`config.mk`:
```
export PLATFORM = sky130hd
export DESIGN_NAME = spi_shift_engine_flat
export DESIGN_NICKNAME = d
export VERILOG_FILES = /design/src/rtl/spi_shift_engine_if.sv /design/src/rtl/spi_shift_engine.sv /design/src/flat_wrapper.sv
export SDC_FILE = /design/constraint.sdc
export NUM_CORES = 1
export LEC_CHECK = 0
export CELL_PAD_IN_SITES_DETAIL_PLACEMENT = 1
export CELL_PAD_IN_SITES_GLOBAL_PLACEMENT = 2
export CORE_AREA = 2 2 74 76
export CTS_BUF_LIST = sky130_fd_sc_hd__clkbuf_16
export CTS_CLUSTER_SIZE = 30
export DETAILED_ROUTE_END_ITERATION = 6
export DIE_AREA = 0 0 76 78
export GPL_ROUTABILITY_DRIVEN = 0
export PLACE_DENSITY = 0.78
export SLEW_MARGIN = 25
export SYNTH_ARGS = -nofsm -noshare
export SYNTH_HDL_FRONTEND = slang
export SYNTH_SLANG_ARGS = --single-unit
export TNS_END_PERCENT = 1
```
`constraint.sdc`:
```
create_clock -name clk -period 2.1 [get_ports clk]
set_input_delay 0.42 -clock clk [delete_from_list [all_inputs] [get_ports clk]]
set_output_delay 0.42 -clock clk [all_outputs]
set_load 0.01 [all_outputs]
```
`src/rtl/spi_shift_engine_if.sv`:
```
// Parallel load/result and serial-pin bundle for spi_shift_engine.
// The engine takes the slave side; the bench or upstream logic takes master.
interface spi_shift_engine_if #(
   parameter int WIDTH = 8
);
   logic             sclk_pos_edge;
   logic             sclk_neg_edge;
   logic [WIDTH-1:0] tx_data;
   logic             tx_valid;
   logic             tx_ready;
   logic             miso;
   logic             mosi;
   logic             cs_n;
   logic [WIDTH-1:0] rx_data;
   logic             rx_valid;
   logic             busy;

   modport master (
      output sclk_pos_edge, sclk_neg_edge, tx_data, tx_valid, miso,
      input  tx_ready, mosi, cs_n, rx_data, rx_valid, busy
   );

   modport slave (
      input  sclk_pos_edge, sclk_neg_edge, tx_data, tx_valid, miso,
      output tx_ready, mosi, cs_n, rx_data, rx_valid, busy
   );
endinterface

```
`src/rtl/spi_shift_engine.sv`:
```
// Full-duplex WIDTH-bit SPI shift stage driven by sclk edge strobes, MSB first.
// Define SPI_SHIFT_BURST_EN to chain frames under one cs_n assertion.
module spi_shift_engine #(
   parameter int WIDTH = 8
) (
   input  logic             clk,
   input  logic             rst_n,
   spi_shift_engine_if.slave bus
);
   localparam int CW = $clog2(WIDTH + 1);

   typedef enum logic [1:0] {
      IDLE  = 2'd0,
      SHIFT = 2'd1,
      HOLD  = 2'd2
   } state_t;

   state_t           state_r, state_s;
   logic [CW-1:0]    cnt_r, cnt_s;
   logic             seen_pos_r, seen_pos_s;
   // mosi is the MSB of the tx shift register, so it is a flop by construction
   logic [WIDTH-1:0] tx_sh_r, tx_sh_s;
   logic [WIDTH-2:0] rx_sh_r, rx_sh_s;
   logic [WIDTH-1:0] rx_data_r, rx_data_s;
   logic [WIDTH-1:0] rx_next_s;
   logic             rx_valid_r, rx_valid_s;
   logic             cs_n_r, cs_n_s;
   logic             busy_r;
   logic             tx_ready_s;
   logic             load_s;

   // Load acceptance decoded from state (and the neg strobe in burst mode)
   always_comb begin
      tx_ready_s = 1'b0;
      case (state_r)
         IDLE: tx_ready_s = 1'b1;
         HOLD: begin
`ifdef SPI_SHIFT_BURST_EN
            tx_ready_s = bus.sclk_neg_edge;
`else
            tx_ready_s = 1'b0;
`endif
         end
         default: tx_ready_s = 1'b0;
      endcase
   end

   // Next-state and next-output logic
   always_comb begin
      state_s    = state_r;
      cnt_s      = cnt_r;
      seen_pos_s = seen_pos_r;
      tx_sh_s    = tx_sh_r;
      rx_sh_s    = rx_sh_r;
      rx_data_s  = rx_data_r;
      rx_valid_s = 1'b0;
      cs_n_s     = cs_n_r;
      load_s     = bus.tx_valid && tx_ready_s;
      rx_next_s  = {rx_sh_r, bus.miso};
      case (state_r)
         IDLE: begin
            if (load_s) begin
               state_s    = SHIFT;
               tx_sh_s    = bus.tx_data;
               cs_n_s     = 1'b0;
               cnt_s      = '0;
               seen_pos_s = 1'b0;
               rx_sh_s    = '0;
            end else begin
               state_s = IDLE;
            end
         end
         SHIFT: begin
            // A rising strobe wins over a coincident falling strobe
            if (bus.sclk_pos_edge) begin
               rx_sh_s    = rx_next_s[WIDTH-2:0];
               seen_pos_s = 1'b1;
               if (cnt_r != CW'(WIDTH)) begin
                  cnt_s = cnt_r + CW'(1);
               end else begin
                  cnt_s = cnt_r;
               end
               if (cnt_s == CW'(WIDTH)) begin
                  rx_data_s  = rx_next_s;
                  rx_valid_s = 1'b1;
                  state_s    = HOLD;
               end else begin
                  state_s = SHIFT;
               end
            end else if (bus.sclk_neg_edge && seen_pos_r && (cnt_r < CW'(WIDTH))) begin
               tx_sh_s = {tx_sh_r[WIDTH-2:0], 1'b0};
            end else begin
               state_s = SHIFT;
            end
         end
         HOLD: begin
            if (bus.sclk_neg_edge) begin
               if (load_s) begin
                  state_s    = SHIFT;
                  tx_sh_s    = bus.tx_data;
                  cnt_s      = '0;
                  seen_pos_s = 1'b0;
                  rx_sh_s    = '0;
               end else begin
                  state_s = IDLE;
                  cs_n_s  = 1'b1;
                  tx_sh_s = '0;
               end
            end else begin
               state_s = HOLD;
            end
         end
         default: begin
            state_s = IDLE;
            cs_n_s  = 1'b1;
            tx_sh_s = '0;
         end
      endcase
   end

   // State and output registers
   always_ff @(posedge clk or negedge rst_n) begin
      if (!rst_n) begin
         state_r    <= IDLE;
         cnt_r      <= '0;
         seen_pos_r <= 1'b0;
         tx_sh_r    <= '0;
         rx_sh_r    <= '0;
         rx_data_r  <= '0;
         rx_valid_r <= 1'b0;
         cs_n_r     <= 1'b1;
         busy_r     <= 1'b0;
      end else begin
         state_r    <= state_s;
         cnt_r      <= cnt_s;
         seen_pos_r <= seen_pos_s;
         tx_sh_r    <= tx_sh_s;
         rx_sh_r    <= rx_sh_s;
         rx_data_r  <= rx_data_s;
         rx_valid_r <= rx_valid_s;
         cs_n_r     <= cs_n_s;
         busy_r     <= (state_s != IDLE);
      end
   end

   assign bus.tx_ready = tx_ready_s;
   assign bus.mosi     = tx_sh_r[WIDTH-1];
   assign bus.cs_n     = cs_n_r;
   assign bus.rx_data  = rx_data_r;
   assign bus.rx_valid = rx_valid_r;
   assign bus.busy     = busy_r;
endmodule

```
`src/flat_wrapper.sv`:
```
// flat-port wrapper written by rule: the top's interface ports become plain ports
module spi_shift_engine_flat 
#(
   parameter int WIDTH = 8
)
  (clk, rst_n, bus_sclk_pos_edge, bus_sclk_neg_edge, bus_tx_data, bus_tx_valid, bus_miso, bus_tx_ready, bus_mosi, bus_cs_n, bus_rx_data, bus_rx_valid, bus_busy);
  spi_shift_engine_if #(.WIDTH(WIDTH)) bus_i ();
  input  logic clk;
  input  logic rst_n;
  input wire logic [$bits(bus_i.sclk_pos_edge)-1:0] bus_sclk_pos_edge;
  input wire logic [$bits(bus_i.sclk_neg_edge)-1:0] bus_sclk_neg_edge;
  input wire logic [$bits(bus_i.tx_data)-1:0] bus_tx_data;
  input wire logic [$bits(bus_i.tx_valid)-1:0] bus_tx_valid;
  input wire logic [$bits(bus_i.miso)-1:0] bus_miso;
  output wire logic [$bits(bus_i.tx_ready)-1:0] bus_tx_ready;
  output wire logic [$bits(bus_i.mosi)-1:0] bus_mosi;
  output wire logic [$bits(bus_i.cs_n)-1:0] bus_cs_n;
  output wire logic [$bits(bus_i.rx_data)-1:0] bus_rx_data;
  output wire logic [$bits(bus_i.rx_valid)-1:0] bus_rx_valid;
  output wire logic [$bits(bus_i.busy)-1:0] bus_busy;
  assign bus_i.sclk_pos_edge = bus_sclk_pos_edge;
  assign bus_i.sclk_neg_edge = bus_sclk_neg_edge;
  assign bus_i.tx_data = bus_tx_data;
  assign bus_i.tx_valid = bus_tx_valid;
  assign bus_i.miso = bus_miso;
  assign bus_tx_ready = bus_i.tx_ready;
  assign bus_mosi = bus_i.mosi;
  assign bus_cs_n = bus_i.cs_n;
  assign bus_rx_data = bus_i.rx_data;
  assign bus_rx_valid = bus_i.rx_valid;
  assign bus_busy = bus_i.busy;
  spi_shift_engine #(.WIDTH(WIDTH)) u_core (.clk(clk), .rst_n(rst_n), .bus(bus_i));
endmodule
```
==> results of run 1 <==
==> worst max-delay path: stages, from the launching register on <==
cell and delay [ns]:
dfrtp_1 0.43, inv_1 0.12, ha_2 0.21, and3b_2 0.22, nor2_1 0.08, nor4_4 0.29, buf_4 0.21, mux2_2 0.33
==> report_power, final <==
part           internal [mW]  total (mW)  switching [mW]
clock                  0.555       0.822           0.267
sequential             0.900        1.11           0.213
combinational          0.648        1.14           0.497
total                   2.10        3.08           0.977
==> cell usage in the layout (no fill, tap or decap), drive strengths merged, types with 2 or more instances in the layout <==
cell           count
ha                 2
mux2              15
nor4               3
nand2              7
dfrtp             32
clkdlybuf4s50     26
mux2i              8
nand2b             2
nor2              13
o21ai              7
and4b              2
buf               11
inv                4
a22o               8
clkbuf             5
==> metal layers <==
layer,global-route usage (%),wire length [µm],up-vias,part of all wire [%]
li1,-,-,518,-
met1,16.4,1610,547,46
met2,21.6,1710,20,48
met3,5.35,172,3,4.9
met4,3.82,34,0,0.96
met5,0,0,-,0
==> area by class of cell <==
cell class	instances	share of cell area [%]
Timing Repair Buffer	37	16.6
Clock inverter	3	1.98
Inverter	4	0.720
Clock buffer	5	6.00
Sequential cell	33	39.7
Tap cell	70	4.20
Multi-Input combinational cell	81	30.7
==> state kept, by name (all words and copies together), names as in the netlist <==
register	flops
u_core.cnt_r	4
u_core.bus.busy	1
u_core.rx_sh_r	7
u_core.tx_sh_r	8
u_core.bus.rx_valid	1
u_core.bus.rx_data	8
u_core.bus.cs_n	1
u_core.state_r	2
u_core.seen_pos_r	1
==> cells by family after synthesis <==
kind of cell | after synthesis
buffers and inverters | 8
and+or+nand+nor | 35
muxes | 23
DFF | 33
adders and majority gates | 2
AOI/OAI and AO/OA | 20
xor gates and xnor gates | 1
==> repair_timing <==
| action | CTS | global route |
|---|---|---|
| pin swaps | 0 | 3 |
| endpoints found under the setup margin | 6 | 8 |
| gates cloned | 0 | 1 |
| gates resized for setup | 2 | 5 |
| setup buffers | 0 | 1 |
==> metrics by stage <==
| step | util (%) | setup slack, ns | hold WS, ns | instance area, µm² | setup TNS, ns |
|---|---|---|---|---|---|
| 3_3_place_gp | 37.5 | 0.0795 | 0.467 | 1890 | 0 |
| 6_report | 41.3 | 0.0945 | 0.493 | 2080 | 0 |
| 5_1_grt | 41.3 | -0.0114 | 0.526 | 2080 | -0.0241 |
| 4_1_cts | 40.9 | 0.00915 | 0.502 | 2060 | 0 |
| 2_1_floorplan | - | 0.0244 | 0.124 | 1490 | 0 |
| 3_5_place_dp | 37.5 | 0.00747 | 0.490 | 1890 | 0 |
==> how the worst max path moves through the flow <==
stage,from,end,slack (ns),cells past startpoint
2_1_floorplan,u_core.cnt_r[0]$_DFFE_PN0P_,u_core.bus.rx_data[0]$_DFFE_PN0P_,0.02,6
3_3_place_gp,u_core.cnt_r[1]$_DFFE_PN0P_,u_core.bus.rx_data[1]$_DFFE_PN0P_,0.08,7
3_5_place_dp,bus_sclk_neg_edge,u_core.tx_sh_r[7]$_DFFE_PN0P_,0.007,6
4_1_cts,u_core.cnt_r[0]$_DFFE_PN0P_,u_core.bus.rx_data[5]$_DFFE_PN0P_,0.009,7
5_1_grt,u_core.cnt_r[0]$_DFFE_PN0P_,u_core.bus.rx_data[0]$_DFFE_PN0P_,-0.01,7
6_report,u_core.cnt_r[0]$_DFFE_PN0P_,u_core.bus.rx_data[6]$_DFFE_PN0P_,0.09,7
==> reports/qor.yml, run 1 <==
fp-row-count: 26
path_clk_slew_ns: 0.05
synth.top_cell.area_share_pct: 53.7
cts_buffers: 5
drv_slew: 0
critPathArrivalTime_ns: 2.17
dp_hpwl_um: 2390
numClockSinks: 33
drive_gt1_share_pct: 25.2
diodes: 0
syn_nets: 138
cts_tree: "built"
critPathMaxFanout: 5
grt_first_pass_wirelength_um: 6280
fin_crit_sh_pct: 95.5
synth_flop_cell: "dfrtp_1"
required_ns: 2.26
r2r.worst_path.cells: 7
hold_depth: 2
clock_skew_ns: 0.00282
vdd_drop_max_mv: 0.569
ys_warn_count: 0
area_growth_syn_to_layout_pct: 39.8
setup_viol: 0
cts_hold_buf: 0
r2r_start: "u_core.cnt_r[0]$_DFFE_PN0P_"
r2r-end: "u_core.bus.rx_data[6]$_DFFE_PN0P_"
fp.dieH_um: 78
wire_per_inst_um: 15.2
grt_overflow: 0
track_usage_pct: 13.3
power_density_nw_per_um2: 1480
vias: 1088
endpoint_kind: "register"
fmax_mhz: 499
synthSimpleGateAreaFrac_pct: 14.2
drt_iter0_drc: 32
grt_pass1_vias: 1276
die_w_um: 76
tightest_slew_ns: 0.423
yosysSeqAreaShare_pct: 55.5
clock_latency_ns: 0.28
power.total_mw: 3.08
first_pass_iters: 4
ant_nets: 0
vias_per_cell: 4.67
fillers: 552
antenna_found_initial: 0
grt_max_degree: 34
synth_top_family_by_area: "multiplexers"
synth_compound_area_share_pct: 9.40
core_um2: 5040
initial_core_util_pct: 29.6
die-area_um2: 5930
yosys.area.top_type: "dfrtp_1"
relSlewSlack_pct: 71.6
synth_edf_count: 0
htree_num_levels: 2
fin_cells: 233
synth_cell_types: 31
synth.area.top_cells: "dfrtp_1 (54%), mux2_2 (11%), mux2i_1 (5.4%)"
min-delay-start: "u_core.seen_pos_r$_DFFE_PN0P_"
wl_um: 3530
ioPinCount: 27
hp-class: "register to register"
dp.cells: 223
ys_async_sr_fraction_pct: 100
clockBufferDepth: 2
period_minus_slack_ns: 2.01
port_buffers: 26
synth_commonest_cells: "dfrtp_1 (32), mux2_2 (15), nor2_1 (13), a22o_1 (8), mux2i_1 (8)"
criticalPathCategory: "register to register"
p_leak_nw: 0.947
crit_path_start_kind: "register"
remaining_drc_errors: 0
cts_root_buf: "clkbuf_16"
hold_violations: 0
register_area_um2: 828
whs_endpoint: "u_core.seen_pos_r$_DFFE_PN0P_"
synth-seq-cells: 33
muxShareOfSynthArea_pct: 16.7
multi_input_area_um2: 641
synth-xor-area-share_pct: 0.587
finalNetCount: 178
status: "finished, final reports clean"
synth_cells: 122
synth_fa_ha_area_share_pct: 1.68
avgSynthCellArea_um2: 12.2
synth_area_um2: 1490
r2r_slack_ns: 0.09
synth.most_common_cell: "dfrtp_1"
drv_cap: 0
(Power assumes the default switching activity.)
==> inputs of run 2 (changes only) <==
--- a/config.mk
+++ b/config.mk
@@ -9,12 +9,12 @@
 export CELL_PAD_IN_SITES_GLOBAL_PLACEMENT = 2
 export CORE_AREA = 2 2 74 76
 export CTS_BUF_LIST = sky130_fd_sc_hd__clkbuf_16
-export CTS_CLUSTER_SIZE = 30
+export CTS_CLUSTER_SIZE = 20
 export DETAILED_ROUTE_END_ITERATION = 6
 export DIE_AREA = 0 0 76 78
 export GPL_ROUTABILITY_DRIVEN = 0
 export PLACE_DENSITY = 0.78
-export SLEW_MARGIN = 25
+export SLEW_MARGIN = 0
 export SYNTH_ARGS = -nofsm -noshare
 export SYNTH_HDL_FRONTEND = slang
 export SYNTH_SLANG_ARGS = --single-unit
==> results of run 2 <==
Final layout, timing and power as in run 1 (identical DEF).
